## config.mk

```make
export PLATFORM = sky130hd
export DESIGN_NAME = rx_matrix_loader
export DESIGN_NICKNAME = d
export VERILOG_FILES = /design/src/rtl/rx_matrix_loader.sv
export SDC_FILE = /design/constraint.sdc
export NUM_CORES = 1
export LEC_CHECK = 0
export ABC_AREA = 1
export ABC_CLOCK_PERIOD_IN_PS = 2100
export BUFFER_PORTS_ARGS = -buffer_cell sky130_fd_sc_hd__buf_2
export CAP_MARGIN = 20
export CORE_MARGIN = 5
export CORE_UTILIZATION = 30
export CTS_BUF_LIST = sky130_fd_sc_hd__clkbuf_4
export DETAILED_ROUTE_END_ITERATION = 12
export PLACE_DENSITY_LB_ADDON = 0.12
export SETUP_SLACK_MARGIN = 0.02
export SYNTH_ARGS = -nofsm -noshare
export SYNTH_HDL_FRONTEND = slang
export SYNTH_SLANG_ARGS = --single-unit
export TNS_END_PERCENT = 1
```

## constraint.sdc

```tcl
create_clock -name clk -period 2.1 [get_ports clk]
set_input_delay 0.21 -clock clk [delete_from_list [all_inputs] [get_ports clk]]
set_output_delay 0.21 -clock clk [all_outputs]
set_load 0.005 [all_outputs]
```

## src/rtl/rx_matrix_loader.sv

```systemverilog
// rx_matrix_loader: unpacks sync-prefixed UART frames into operand matrices A and B via a single write port
module rx_matrix_loader #(
  parameter int N = 2,
  parameter int TIMEOUT = 20000,
  parameter logic [7:0] SYNC = 8'hA5,
  parameter int AW = (N * N > 1) ? $clog2(N * N) : 1
) (
  input  logic          clk,
  input  logic          rst,
  input  logic          rx_status,
  input  logic [9:0]    rx_output,
  input  logic          mat_ack,
  input  logic          err_clr,
  output logic          wr_en,
  output logic          wr_sel,
  output logic [AW-1:0] wr_addr,
  output logic [7:0]    wr_data,
  output logic          matrices_ready,
  output logic          frame_err,
  output logic          timeout_err,
  output logic          overrun
);
  localparam int CW = $clog2(TIMEOUT + 1);
  typedef enum logic [1:0] {IDLE, LOAD_A, LOAD_B, READY} state_t;
  state_t state_q, state_d;
  logic [AW-1:0] idx_q, idx_d, wr_addr_q, wr_addr_d;
  logic [CW-1:0] cnt_q, cnt_d;
  logic [7:0] wr_data_q, wr_data_d, rx_byte;
  logic wr_en_q, wr_en_d, wr_sel_q, wr_sel_d, ready_q, ready_d;
  logic frame_err_q, frame_err_d, timeout_err_q, timeout_err_d, overrun_q, overrun_d;
  logic valid, loading, last, tmo;
  always_comb begin
    valid = !rx_output[0] && rx_output[9];
    rx_byte = rx_output[8:1];
    loading = state_q == LOAD_A || state_q == LOAD_B;
    last = idx_q == AW'(N * N - 1);
    tmo = loading && !rx_status && cnt_q == CW'(TIMEOUT - 1);
    state_d = state_q;
    idx_d = idx_q;
    cnt_d = (loading && !rx_status && !tmo) ? cnt_q + 1'b1 : '0;
    wr_en_d = loading && rx_status && valid;
    wr_sel_d = wr_en_d ? state_q == LOAD_B : wr_sel_q;
    wr_addr_d = wr_en_d ? idx_q : wr_addr_q;
    wr_data_d = wr_en_d ? rx_byte : wr_data_q;
    ready_d = state_q == READY && !mat_ack;
    frame_err_d = (rx_status && !valid) || (frame_err_q && !err_clr);
    timeout_err_d = tmo || (timeout_err_q && !err_clr);
    overrun_d = (rx_status && state_q == READY) || (overrun_q && !err_clr);
    case (state_q)
      IDLE: if (rx_status && valid && rx_byte == SYNC) begin
        state_d = LOAD_A;
        idx_d = '0;
      end
      LOAD_A, LOAD_B: if ((rx_status && !valid) || tmo) begin
        state_d = IDLE;
        idx_d = '0;
      end else if (wr_en_d) begin
        idx_d = last ? '0 : idx_q + 1'b1;
        state_d = !last ? state_q : state_q == LOAD_A ? LOAD_B : READY;
      end
      READY: state_d = mat_ack ? IDLE : READY;
      default: state_d = IDLE;
    endcase
  end
  always_ff @(posedge clk or posedge rst)
    if (rst) begin
      state_q <= IDLE;
      idx_q <= '0;
      cnt_q <= '0;
      wr_en_q <= 1'b0;
      wr_sel_q <= 1'b0;
      wr_addr_q <= '0;
      wr_data_q <= '0;
      ready_q <= 1'b0;
      frame_err_q <= 1'b0;
      timeout_err_q <= 1'b0;
      overrun_q <= 1'b0;
    end else begin
      state_q <= state_d;
      idx_q <= idx_d;
      cnt_q <= cnt_d;
      wr_en_q <= wr_en_d;
      wr_sel_q <= wr_sel_d;
      wr_addr_q <= wr_addr_d;
      wr_data_q <= wr_data_d;
      ready_q <= ready_d;
      frame_err_q <= frame_err_d;
      timeout_err_q <= timeout_err_d;
      overrun_q <= overrun_d;
    end
  assign wr_en = wr_en_q;
  assign wr_sel = wr_sel_q;
  assign wr_addr = wr_addr_q;
  assign wr_data = wr_data_q;
  assign matrices_ready = ready_q;
  assign frame_err = frame_err_q;
  assign timeout_err = timeout_err_q;
  assign overrun = overrun_q;
endmodule

```

== After elaboration in Yosys (flattened, before gate mapping) ==
Index checks and enable logic that the tools add are counted.

* Register bits: 35
* Output and inout port bits: 16
* Word-level logic and storage cells: 65

* $add $sub $neg: 2
* Equality and inequality tests: 9
* Muxes and demuxes: 13
* Reduce and logical (&&, ||, !) cells: 30

{| class="wikitable"
|+ Operators by type and width
! cell !! count
|-
| $mux W2 || 9
|-
| $add A15 B1 Y15 const B || 1
|-
| $eq A15 B15 Y1 const B || 1
|-
| $mux W15 || 1
|-
| $logic_and A1 B1 Y1 || 14
|-
| $eq A8 B8 Y1 const B || 1
|-
| $eq A2 B2 Y1 const B || 3
|-
| $logic_not A1 Y1 || 6
|-
| $ne A3 B3 Y1 const B || 2
|-
| $pmux W2 S3 || 1
|-
| $reduce_and A3 Y1 || 2
|-
| $logic_or A1 B1 Y1 || 5
|-
| $pmux W2 S2 || 1
|-
| $add A2 B1 Y2 const B || 1
|-
| $eq A2 B1 Y1 const B || 1
|-
| $logic_not A2 Y1 || 1
|-
| $ne A2 B2 Y1 const B || 1
|-
| $reduce_bool A2 Y1 || 1
|-
| $reduce_or A2 Y1 || 1
|-
| $mux W1 || 1
|}

== Logic depth before layout (Yosys ltp) ==
* Word-level depth: 7
* Depth in mapped cells: 12

== Worst setup path before layout ==
No wires, ideal clock.

* Path kind: reg2reg
* From: register state_q[0]
* To: register state_q[0]
* Setup time: 0.116 ns
* Data arrival time: 1.421 ns
* Required time: 1.984 ns
* Path slack: 0.563 ns
* Stages on the path, launching flop included: 10
* Clock period less this slack: 1.537 ns
* Cells stage by stage: dfrtp_1 > inv_1 > ha_1 > inv_1 > nor2_1 > nand3_1 > nand3_1 > nand2_2 > nand2_1 > nand2_1

* Longest elaborated chain between the ends: 7

{| class="wikitable"
|+ Ends and longest elaborated chain
! item !! line !! source
|-
| from (decl) || 25 || <nowiki>state_t state_q, state_d;</nowiki>
|-
| from (signal assigned) || 79 || <nowiki>state_q <= state_d;</nowiki>
|-
| parallel branches: the longest is 7 deep, another holds $pmux W2 S3 || n/a ||
|}

Parallel ways; which one is timed is not known. The select of a mux whose other input is x is not followed.
A chain may end at the register's enable or synchronous reset.

== Worst setup path after layout ==
Same ends and word-level chain as after synthesis.

==> impl_metrics.env <==
export IMPL_post_synth_main_area_contributors="sky130_fd_sc_hd__dfrtp_1 50%, sky130_fd_sc_hd__nand2_1 14%, sky130_fd_sc_hd__nor2_1 6.0%"
export IMPL_timing_clock_skew_ns=0.009296
export IMPL_cellPowerDensity_nw_per_um2=935.2
export IMPL_critical_path_class="reg -> reg"
export IMPL_ant_nets=0
export IMPL_worst_setup_path_end_kind="register"
export IMPL_gp_congestion=0.8075
export IMPL_synthesis_area_um2=1755
export IMPL_net_count_synth=243
export IMPL_routed_wire_length_per_instance_um=11.33
export IMPL_timing_hold_violations_final=0
export IMPL_via_per_inst=4.393
export IMPL_numClockSinks=35
export IMPL_start_kind="register"
export IMPL_antenna_found_initial=0
export IMPL_synth_largest_area_cell="sky130_fd_sc_hd__dfrtp_1"
export IMPL_synth_async_sr_flop_share_pct=100.0
export IMPL_post_route_util_pct=36.99
export IMPL_worstHoldPathType="in -> reg"
export IMPL_top_signal_layer_used="met4"
export IMPL_final_layout_size_suffix_gt1_share_pct=23.75
export IMPL_period_needed_ns=1.749
export IMPL_n_antenna_cell=0
export IMPL_grt_max_degree=36
export IMPL_insertion_delay_ns=0.34
export IMPL_terminating_pin_of_the_worst_hold_path="matrices_ready"
export IMPL_final_nets=282
export IMPL_whs_path_depth=2
export IMPL_postPlaceCellArea_um2=2007
export IMPL_place_port_buffers=30
export IMPL_max_clock_freq_mhz=571.6
export IMPL_drt_pass1_iterations=4
export IMPL_die_h_um=86.50
export IMPL_rows=27
export IMPL_synth_seq_cells=35
export IMPL_dpl_hpwl_mm=2.804
export IMPL_critical_path_s_largest_stage_delay_ns=0.42
export IMPL_m1_wl_mm=1.920
export IMPL_clock_tree_from_tritoncts="done"
export IMPL_pre_cts_slack_ns=0.3597
export IMPL_synthToLayoutAreaGrowth_pct=18.18
export IMPL_fin_tns_setup_ns=0
export IMPL_maxSlewHeadroom_pct=69.49
export IMPL_die_x_um=86.50
export IMPL_grt_overflow_total=0
export IMPL_h_tree_depth=2
export IMPL_worstReg2RegEnd="state_q[0]"
export IMPL_rr_startpoint="state_q[0]"
export IMPL_layoutNonFillerInstCount=333
export IMPL_synth_area_per_cell_um2=7.943
export IMPL_synth_yosys_seq_area_share_pct=49.89
export IMPL_report_final_slew_viol_count=0
export IMPL_reg2reg_setup_slack_ns=0.35
export IMPL_layout_worst_path_cycle_share_pct=83.31
export IMPL_post_syn_instances=221
export IMPL_io_pins=31
export IMPL_synth_flop_cell="sky130_fd_sc_hd__dfrtp_1"
export IMPL_worst_path_max_fanout=5
export IMPL_worst_slew_pin_transition_ns=0.4577
export IMPL_route_detailed_drc=0
export IMPL_vias=1463
export IMPL_slowest_stage="sky130_fd_sc_hd__dfrtp_1"
export IMPL_clkSlewWorstSetupHoldPaths_ns=0.12
export IMPL_synth_lib_cells_used_distinct=24
export IMPL_numCtsBuffers=5
export IMPL_die_area_um2=7481
export IMPL_drt_first_iter_violations=89
export IMPL_postRouteWirelength_mm=3.772
export IMPL_power_ir_vdd_worst_uv=362.1
export IMPL_most_instantiated_cells_after_synthesis="65 x sky130_fd_sc_hd__nand2_1, 35 x sky130_fd_sc_hd__dfrtp_1, 28 x sky130_fd_sc_hd__nor2_1"
export IMPL_grt_pass1_vias=1433
export IMPL_arrival_ns=2.00
export IMPL_metal2_wl_mm=1.591
export IMPL_r2r_cells=9
export IMPL_cts_resized=0
export IMPL_run_status="finished, final reports clean"
export IMPL_synth_warnings=0
export IMPL_global_route_usage_total_pct=11.10
export IMPL_core_footprint_um2=5608
export IMPL_clock_tree_buffer_depth=2
export IMPL_detailroute_wirelength_met3_um=187
export IMPL_initial_core_util_pct=31.30
export IMPL_max_cap_viol_count=0
export IMPL_worst_slack_ns=0.3505
export IMPL_post_synth_top_count_cell="sky130_fd_sc_hd__nand2_1"
export IMPL_number_of_setup_violations_in_the_final_report=0
export IMPL_worst_hold_startpoint="mat_ack"
export IMPL_dpl_cell_count=324
export IMPL_synth_edff_count=0
export IMPL_finalInstanceArea_um2=2074
export IMPL_clk_root_buffer_cell="sky130_fd_sc_hd__clkbuf_4"
export IMPL_worstPathRequired_ns=2.35
export IMPL_power_leakage_nw=1.049
export IMPL_yosys_area_top_type_share_pct=49.89
export IMPL_path_cells="inv_1 -> ha_1 -> inv_1 -> nor2_1 -> nand3_1 -> nand3_1 -> nand2_2 -> nand2_1 -> nand2_1"
export IMPL_first_pass_grt_wire_length_mm=6.486
export IMPL_rsz0062_at_grt="false"
==> placed cells by master (no fill, tap or decap), types with 2 or more instances in the layout <==
master                       netlist  routed
sky130_fd_sc_hd__a21oi_1           7       7
sky130_fd_sc_hd__buf_2             0      30
sky130_fd_sc_hd__buf_4             0       2
sky130_fd_sc_hd__clkbuf_4          0       5
sky130_fd_sc_hd__clkinvlp_4        0       2
sky130_fd_sc_hd__dfrtp_1          35      35
sky130_fd_sc_hd__ha_1              7       7
sky130_fd_sc_hd__inv_1            24      24
sky130_fd_sc_hd__inv_2             7       7
sky130_fd_sc_hd__nand2_1          65      65
sky130_fd_sc_hd__nand2_2           4       4
sky130_fd_sc_hd__nand3_1           9       9
sky130_fd_sc_hd__nand3_2           2       2
sky130_fd_sc_hd__nor2_1           28      28
sky130_fd_sc_hd__nor2_2            5       5
sky130_fd_sc_hd__nor3_1            4       4
sky130_fd_sc_hd__nor3_2            2       2
sky130_fd_sc_hd__o21ai_0          10      10
sky130_fd_sc_hd__o21ai_1           2       2
sky130_fd_sc_hd__xor2_1            2       2
==> logic make-up after synthesis <==
family | Yosys count | share of synthesized area (%)
fa+ha+maj | 7 | 4.989
flops | 35 | 49.89
compound gates | 21 | 6.201
buf+inv | 33 | 7.056
simple gates | 123 | 30.86
xor+xnor | 2 | 0.9980
==> critical path: cells and delay by family (launching register included) <==
| kind | cells | cell delay, ns |
|---|---|---|
| simple gates | 6 | 0.75 |
| fa+ha+maj | 1 | 0.33 |
| buf+inv | 2 | 0.16 |
| flops | 1 | 0.42 |
==> per-layer routing <==
| layer | up-vias | GRT usage (%) |
|---|---|---|
| met1 | 670 | 15.19 |
| met3 | 7 | 3.327 |
| met5 | - | 0 |
| met2 | 28 | 15.99 |
| li1 | 758 | - |
| met4 | 0 | 5.099 |
==> sequential cells by signal, indices dropped and copies added, names as in the netlist, 2 cells and up <==
name and cells:
wr_addr 2, cnt_q 15, idx_q 2, wr_data 8
state_q 2
==> where the power goes <==
| part | switching (mW) | leakage (nW) | internal [mW] |
|---|---|---|---|
| registers | 0.0886 | 0.469 | 0.826 |
| logic | 0.376 | 0.553 | 0.267 |
| clock network | 0.255 | 0.0272 | 0.128 |
| total | 0.719 | 1.05 | 1.22 |
==> worst max path at each step <==
| stage | startpoint | end | cells after the start |
|---|---|---|---|
| 2_1_floorplan | state_q[0] | state_q[0] | 9 |
| 3_3_place_gp | state_q[1] | state_q[0] | 9 |
| 3_5_place_dp | state_q[0] | state_q[0] | 9 |
| 4_1_cts | state_q[0] | state_q[0] | 9 |
| 5_1_grt | state_q[1] | state_q[0] | 9 |
| 6_report | state_q[0] | state_q[0] | 9 |
==> what timing repair did <==
| item | CTS | global route |
|---|---|---|
| endpoints found under the hold margin | 35 | 0 |
| setup buffers | 0 | 0 |
| hold buffers | 1 | 0 |
==> stage by stage <==
stage                     power, mW  hold WS (ns)
after CTS                     1.980      0.002590
after floorplan               1.342        0.2954
final                         1.940       0.02417
after global routing          2.135       0.01176
after detailed placement      1.586        0.3457
after global placement        1.582        0.3475
==> final cells by class <==
type,count,area (µm²)
inverter,32,120.1
fill,618,3533
sequential,35,875.8
multi-input combinational,153,755.7
timing repair buffer,33,175.2
tap,72,90.09
clock inverter,3,20.02
clock buffer,5,37.54
Note: power is estimated with default switching activity, not from simulation.
